<file path="src/rtl/axi_lite_imem_slave_pkg.sv">
// Shared definitions for the instruction-memory AXI-lite read responder:
// bus widths, response codes, FSM encoding and the latency reload helper.
package axi_lite_imem_slave_pkg;

    localparam int IMEM_ADDR_W = 32;
    localparam int IMEM_DATA_W = 64;
    localparam int LAT_W       = 4;

    localparam logic [1:0] RESP_OKAY   = 2'b00;
    localparam logic [1:0] RESP_SLVERR = 2'b10;

    typedef enum logic [1:0] {
        ST_IDLE = 2'd0,
        ST_READ = 2'd1,
        ST_WAIT = 2'd2,
        ST_RESP = 2'd3
    } imem_state_e;

    // The counter reaching zero is itself one wait cycle, so it is loaded
    // with one less than the requested extra latency.
    function automatic logic [LAT_W-1:0] lat_reload(input int latency);
        return (latency > 0) ? LAT_W'(latency - 1) : '0;
    endfunction

endpackage

</file>
<file path="src/rtl/axi_lite_imem_slave_if.sv">
// AR/R read-channel bundle between the IFU (master) and the imem responder.
interface axi_lite_imem_slave_if
    import axi_lite_imem_slave_pkg::*;
#(
    parameter int ADDR_W = IMEM_ADDR_W,
    parameter int DATA_W = IMEM_DATA_W
);

    logic              arvalid;
    logic [ADDR_W-1:0] araddr;
    logic              arready;
    logic              rvalid;
    logic [DATA_W-1:0] rdata;
    logic [1:0]        rresp;
    logic              rready;

    modport master (
        output arvalid,
        output araddr,
        output rready,
        input  arready,
        input  rvalid,
        input  rdata,
        input  rresp
    );

    modport slave (
        input  arvalid,
        input  araddr,
        input  rready,
        output arready,
        output rvalid,
        output rdata,
        output rresp
    );

endinterface

</file>
<file path="src/rtl/imem_lat_counter.sv">
// Loadable down-counter with a zero flag, used to pad response latency.
// Decrement saturates at zero so a late decrement request is harmless.
module imem_lat_counter #(
    parameter int W = 4
) (
    input  logic         clk,
    input  logic         rst,
    input  logic         load,
    input  logic [W-1:0] load_val,
    input  logic         dec,
    output logic         zero
);

    logic [W-1:0] cnt;

    // Count register: load has priority over decrement.
    always_ff @(posedge clk or negedge rst) begin
        if (!rst) begin
            cnt <= '0;
        end else if (load) begin
            cnt <= load_val;
        end else if (dec && (cnt != '0)) begin
            cnt <= cnt - 1'b1;
        end
    end

    assign zero = (cnt == '0);

endmodule

</file>
<file path="src/rtl/axi_lite_imem_slave.sv">
// AXI-lite read responder for instruction fetches. One request in flight;
// in-range addresses read the synchronous imem SRAM, out-of-range addresses
// answer SLVERR with zero data. Extra response latency is a build parameter.
//
// state   | meaning
// --------+------------------------------------------------------------
// IDLE    | ready for an address, ARREADY=1
// READ    | SRAM data arriving this cycle, captured into RDATA
// WAIT    | padding cycles counted down by the latency counter
// RESP    | RVALID=1, response held until RREADY; may accept next address
module axi_lite_imem_slave
    import axi_lite_imem_slave_pkg::*;
#(
    parameter int                ADDR_W  = IMEM_ADDR_W,
    parameter int                DATA_W  = IMEM_DATA_W,
    parameter int                LATENCY = 0,
    parameter logic [ADDR_W-1:0] BASE    = 32'h8000_0000,
    parameter logic [ADDR_W-1:0] SIZE    = 32'h0800_0000
) (
    input  logic                clk,
    input  logic                rst,
    axi_lite_imem_slave_if.slave bus,
    output logic                mem_en,
    output logic [ADDR_W-4:0]   mem_addr,
    input  logic [DATA_W-1:0]   mem_rdata
);

    localparam logic [LAT_W-1:0] LAT_LOAD = lat_reload(LATENCY);

    imem_state_e       state;
    imem_state_e       state_nxt;
    logic [DATA_W-1:0] rdata_q;
    logic [1:0]        rresp_q;
    logic [ADDR_W-1:0] offset;
    logic              in_range;
    logic              arready_c;
    logic              accept;
    logic              capture_mem;
    logic              set_err;
    logic              cnt_load;
    logic              cnt_dec;
    logic              cnt_zero;

    // Wrap-around subtraction makes addresses below BASE look huge, so a
    // single unsigned compare covers both ends of the window.
    assign offset   = bus.araddr - BASE;
    assign in_range = (offset < SIZE);
    assign mem_addr = offset[ADDR_W-1:3];

    // Next state and per-cycle controls; the address is only consumed in
    // the handshake cycle, which is why mem_en/mem_addr are combinational.
    always_comb begin
        state_nxt   = state;
        arready_c   = 1'b0;
        mem_en      = 1'b0;
        capture_mem = 1'b0;
        set_err     = 1'b0;
        cnt_load    = 1'b0;
        cnt_dec     = 1'b0;
        accept      = 1'b0;
        case (state)
            ST_IDLE: begin
                arready_c = 1'b1;
            end
            ST_READ: begin
                capture_mem = 1'b1;
                if (LATENCY == 0) begin
                    state_nxt = ST_RESP;
                end else begin
                    cnt_load  = 1'b1;
                    state_nxt = ST_WAIT;
                end
            end
            ST_WAIT: begin
                cnt_dec = 1'b1;
                if (cnt_zero) begin
                    state_nxt = ST_RESP;
                end
            end
            ST_RESP: begin
                arready_c = bus.rready;
                if (bus.rready) begin
                    state_nxt = ST_IDLE;
                end
            end
            default: begin
                state_nxt = ST_IDLE;
            end
        endcase
        accept = bus.arvalid && arready_c;
        if (accept) begin
            if (in_range) begin
                mem_en    = 1'b1;
                state_nxt = ST_READ;
            end else begin
                set_err   = 1'b1;
                state_nxt = ST_RESP;
            end
        end
    end

    // State register.
    always_ff @(posedge clk or negedge rst) begin
        if (!rst) begin
            state <= ST_IDLE;
        end else begin
            state <= state_nxt;
        end
    end

    // Response payload: error loaded at accept, SRAM data one cycle after mem_en.
    always_ff @(posedge clk or negedge rst) begin
        if (!rst) begin
            rdata_q <= '0;
            rresp_q <= RESP_OKAY;
        end else if (set_err) begin
            rdata_q <= '0;
            rresp_q <= RESP_SLVERR;
        end else if (capture_mem) begin
            rdata_q <= mem_rdata;
            rresp_q <= RESP_OKAY;
        end
    end

    imem_lat_counter #(
        .W (LAT_W)
    ) u_lat_cnt (
        .clk      (clk),
        .rst      (rst),
        .load     (cnt_load),
        .load_val (LAT_LOAD),
        .dec      (cnt_dec),
        .zero     (cnt_zero)
    );

    assign bus.arready = arready_c;
    assign bus.rvalid  = (state == ST_RESP);
    assign bus.rdata   = rdata_q;
    assign bus.rresp   = rresp_q;

endmodule

</file>
<file path="src/flat_wrapper.sv">
// flat-port wrapper written by rule: the top's interface ports become plain ports
module axi_lite_imem_slave_flat import axi_lite_imem_slave_pkg::*;
#(
    parameter int                ADDR_W  = IMEM_ADDR_W,
    parameter int                DATA_W  = IMEM_DATA_W,
    parameter int                LATENCY = 0,
    parameter logic [ADDR_W-1:0] BASE    = 32'h8000_0000,
    parameter logic [ADDR_W-1:0] SIZE    = 32'h0800_0000
)
  (clk, rst, mem_en, mem_addr, mem_rdata, bus_arvalid, bus_araddr, bus_rready, bus_arready, bus_rvalid, bus_rdata, bus_rresp);
  axi_lite_imem_slave_if #(.ADDR_W(ADDR_W), .DATA_W(DATA_W)) bus_i ();
  input  logic clk;
  input  logic rst;
  output logic mem_en;
  output logic [ADDR_W-4:0] mem_addr;
  input  logic [DATA_W-1:0] mem_rdata;
  input wire logic [$bits(bus_i.arvalid)-1:0] bus_arvalid;
  input wire logic [$bits(bus_i.araddr)-1:0] bus_araddr;
  input wire logic [$bits(bus_i.rready)-1:0] bus_rready;
  output wire logic [$bits(bus_i.arready)-1:0] bus_arready;
  output wire logic [$bits(bus_i.rvalid)-1:0] bus_rvalid;
  output wire logic [$bits(bus_i.rdata)-1:0] bus_rdata;
  output wire logic [$bits(bus_i.rresp)-1:0] bus_rresp;
  assign bus_i.arvalid = bus_arvalid;
  assign bus_i.araddr = bus_araddr;
  assign bus_i.rready = bus_rready;
  assign bus_arready = bus_i.arready;
  assign bus_rvalid = bus_i.rvalid;
  assign bus_rdata = bus_i.rdata;
  assign bus_rresp = bus_i.rresp;
  axi_lite_imem_slave #(.ADDR_W(ADDR_W), .DATA_W(DATA_W), .LATENCY(LATENCY), .BASE(BASE), .SIZE(SIZE)) u_core (.clk(clk), .rst(rst), .bus(bus_i), .mem_en(mem_en), .mem_addr(mem_addr), .mem_rdata(mem_rdata));
endmodule
</file>
<file path="config.mk">
export PLATFORM = sky130hd
export DESIGN_NAME = axi_lite_imem_slave_flat
export DESIGN_NICKNAME = d
export VERILOG_FILES = /design/src/rtl/axi_lite_imem_slave_pkg.sv /design/src/rtl/axi_lite_imem_slave_if.sv /design/src/rtl/imem_lat_counter.sv /design/src/rtl/axi_lite_imem_slave.sv /design/src/flat_wrapper.sv
export SDC_FILE = /design/constraint.sdc
export NUM_CORES = 1
export LEC_CHECK = 0
export CAP_MARGIN = 20
export CORE_ASPECT_RATIO = 1.1
export CORE_MARGIN = 2
export CORE_UTILIZATION = 39
export CTS_BUF_LIST = sky130_fd_sc_hd__clkbuf_16
export DETAILED_ROUTE_END_ITERATION = 10
export MAX_ROUTING_LAYER = met4
export PLACE_DENSITY = 0.87
export SLEW_MARGIN = 20
export SYNTH_ARGS = -nofsm -noshare
export SYNTH_HDL_FRONTEND = slang
export SYNTH_SLANG_ARGS = --single-unit
</file>
<file path="constraint.sdc">
create_clock -name clk -period 2.05 [get_ports clk]
set_input_delay 0.3075 -clock clk [delete_from_list [all_inputs] [get_ports clk]]
set_output_delay 0.3075 -clock clk [all_outputs]
set_load 0.05 [all_outputs]
</file>
==> flow_summary.ini <==
[pwr]
power_uw = 10300
ir_worst_vdd_mv = 1.41
power_density_nw_per_um2 = 1950
power.leakage_uw = 0.00227

[logic_synthesis]
syn-num-nets = 386
synth-seq-area-share_pct = 50.8
yosysWarnings = 0
syn_area_per_cell_sq_um = 12.4
ys_types = 29
netlist_area_sq_um = 3500
netlist_instances = 281
ys_ff_latch = 71

[global_routing]
grt_max_degree = 72
antenna_found_initial = 0
grt_pass1_vias = 2410
grt_overflow = 0
grt_pass1_wl_um = 11800
grt.total_usage_pct = 16.2

[sta]
finalHoldViolCount = 0
slew_headroom_pct = 61.4
final_max_slew_viol_count = 0
fin_crit_sh_pct = 96.4
finalSetupViolations = 0
fin_ws_ns = 0.0729
max_freq_ghz = 0.506
fin_skew_ns = 0.00554
period_needed_ns = 1.98
max_slew.worst_pin.slew_ns = 0.577

[clock_tree]
numCtsBuffers = 9
clockBufferDepth = 2
htree_num_levels = 3
tritoncts = done
clock_sinks = 71
cts-root-buf = clkbuf_16
clock_latency_ns = 0.32
clk_pin_slew_ns = 0.05

[worst_setup_path]
r2r_cells = 6
rr_startpoint = u_core.state[1]$_DFFE_PN0P_
critPathArrivalTime_ns = 1.67
start_kind = flip-flop
path_class = reg -> out
end_kind = output port
reg2reg_slack_ns = 0.23
timing.rr.end = u_core.bus.rdata[15]$_DFFE_PN0P_
required_ns = 1.74
path_max_fanout = 3

[flow_run]
drv_cap = 0

[route]
routed_wl_um = 7740
via_per_inst = 4.61
vias = 2431
drcViolationCount = 0
dr.first_iter.drc_count = 59
ant_nets = 0
wl_per_cell_um = 14.7
dr.pass1.iters = 4

[floorplanning]
die-area_sq_um = 9740
start_util_pct = 39.8
io_pins = 198
die_w_um = 94.3
rows = 36
dieHeight_um = 103
core_sq_um = 8780

[place]
routabilityCongestion = 0.775
dpl.hpwl_um = 5680
pre_cts_ws_ns = -0.137
io_buffers = 145

[finish]
regArea_sq_um = 1780
multiInputGateArea_sq_um = 1400
diodes = 0
area_growth_pct = 50.4
fin_nets = 513
layout-drive-gt1-share_pct = 19.4
nFillCells = 741

[status]
status = complete, no violations

[hold_path]
hold_class = in -> async
==> flip-flops by register name, summed over array words and instances, names as in the netlist <==
signal,cells
u_core.bus.rdata,64
u_core.state,2
u_core.u_lat_cnt.cnt,4
u_core.bus.rresp,1
==> worst max path at each step <==
stage | start | end | slack [ns] | depth (start not counted)
after global placement | bus_araddr[31] | mem_en | -0.14 | 5
final | u_core.state[1]$_DFFE_PN0P_ | mem_en | 0.07 | 6
after detailed placement | bus_araddr[31] | mem_en | -0.14 | 5
after floorplan | u_core.state[0]$_DFFE_PN0P_ | mem_en | -0.04 | 3
after global routing | u_core.state[1]$_DFFE_PN0P_ | mem_en | -0.003 | 6
after CTS | u_core.state[0]$_DFFE_PN0P_ | mem_en | 0.01 | 5
==> routing by layer <==
| metal | up-vias | global-route usage [%] | part of all wire (%) |
|---|---|---|---|
| met3 | 21 | 3.91 | 6.9 |
| met4 | 0 | 8.03 | 2.5 |
| met5 | - | - | 0 |
| met1 | 1152 | 19.4 | 39 |
| met2 | 103 | 25.9 | 51 |
| li1 | 1155 | - | - |
==> power by group <==
| group | internal, uW | switching, uW |
|---|---|---|
| clock network | 921 | 555 |
| registers | 2060 | 348 |
| logic | 2390 | 3990 |
==> per-stage QoR <==
step                      hold slack, ns  setup TNS, ns  std cells  util, %  cell area, sq um
after global placement             0.360         -0.137        507     56.1              4930
after CTS                         0.0221              0        526     59.6              5240
after global routing              0.0386       -0.00284        527     59.9              5260
final                            0.00729              0        527     59.9              5260
after detailed placement           0.366         -0.137        507     56.1              4930
after floorplan                   0.0119        -0.0393        281        -              3510
==> cell usage in the layout, fill, tap and decap left out, types with 4 or more instances in the layout <==
cell	instances
a21oi_1	4
buf_12	8
buf_4	14
clkbuf_16	9
clkdlybuf4s50_1	131
dfrtp_1	71
dlygate4sd2_1	5
inv_1	8
mux2i_1	64
nand2_1	4
nor2_1	30
nor2_2	6
nor2_4	30
o21ai_0	4
==> cell usage after synthesis (all sizes together) <==
library cell	n	area (sq um)
a21o	1	7.51
xnor2	1	8.76
a21oi	4	20.0
and2	1	8.76
mux2i	64	641
inv	7	26.3
conb	1	3.75
clkbuf	4	15.0
or4b	1	13.8
nand3	1	5.00
ha	5	62.6
nor4b	1	8.76
nor4	1	6.26
buf	39	329
o21ba	1	10.0
o31ai	1	7.51
xor2	1	8.76
dfrtp	71	1780
nor2	66	485
nor3b	1	7.51
nand2	4	15.0
o31a	1	8.76
o21ai	4	20.0
==> critical path, cell delays in order (launching register included) <==
cell	delay [ns]
dfrtp_1	0.43
inv_2	0.11
ha_4	0.13
a21oi_1	0.05
buf_4	0.15
nor4b_4	0.30
buf_12	0.18
==> final cells by class <==
class / instances / area share [%]
Clock buffer: 9 / 4.28
Clock inverter: 7 / 1.09
Inverter: 7 / 0.500
Multi-Input combinational cell: 160 / 26.7
Sequential cell: 71 / 33.8
Tap cell: 114 / 2.71
Timing Repair Buffer: 159 / 30.9
==> logic make-up after synthesis <==
family                   after synthesis  share of synthesized area, %
flip-flops                            71                          50.8
AND/OR/NAND/NOR                       76                          15.7
buffers and inverters                 50                          10.6
multiplexers                          64                          18.3
other                                  1                         0.107
adder cells (fa/ha/maj)                5                          1.79
AO/OA/AOI/OAI                         12                          2.11
XOR/XNOR                               2                         0.501
==> timing repair <==
| item | CTS | global route |
|---|---|---|
| resized for setup | 7 | 3 |
| setup endpoints to repair | 1 | 1 |
| hold buffers | 0 | 0 |
| buffers inserted | 3 | 2 |
| hold endpoints to repair | 0 | 0 |
| pin swaps | 4 | 2 |
No activity file was read; power rests on OpenSTA's default activity.
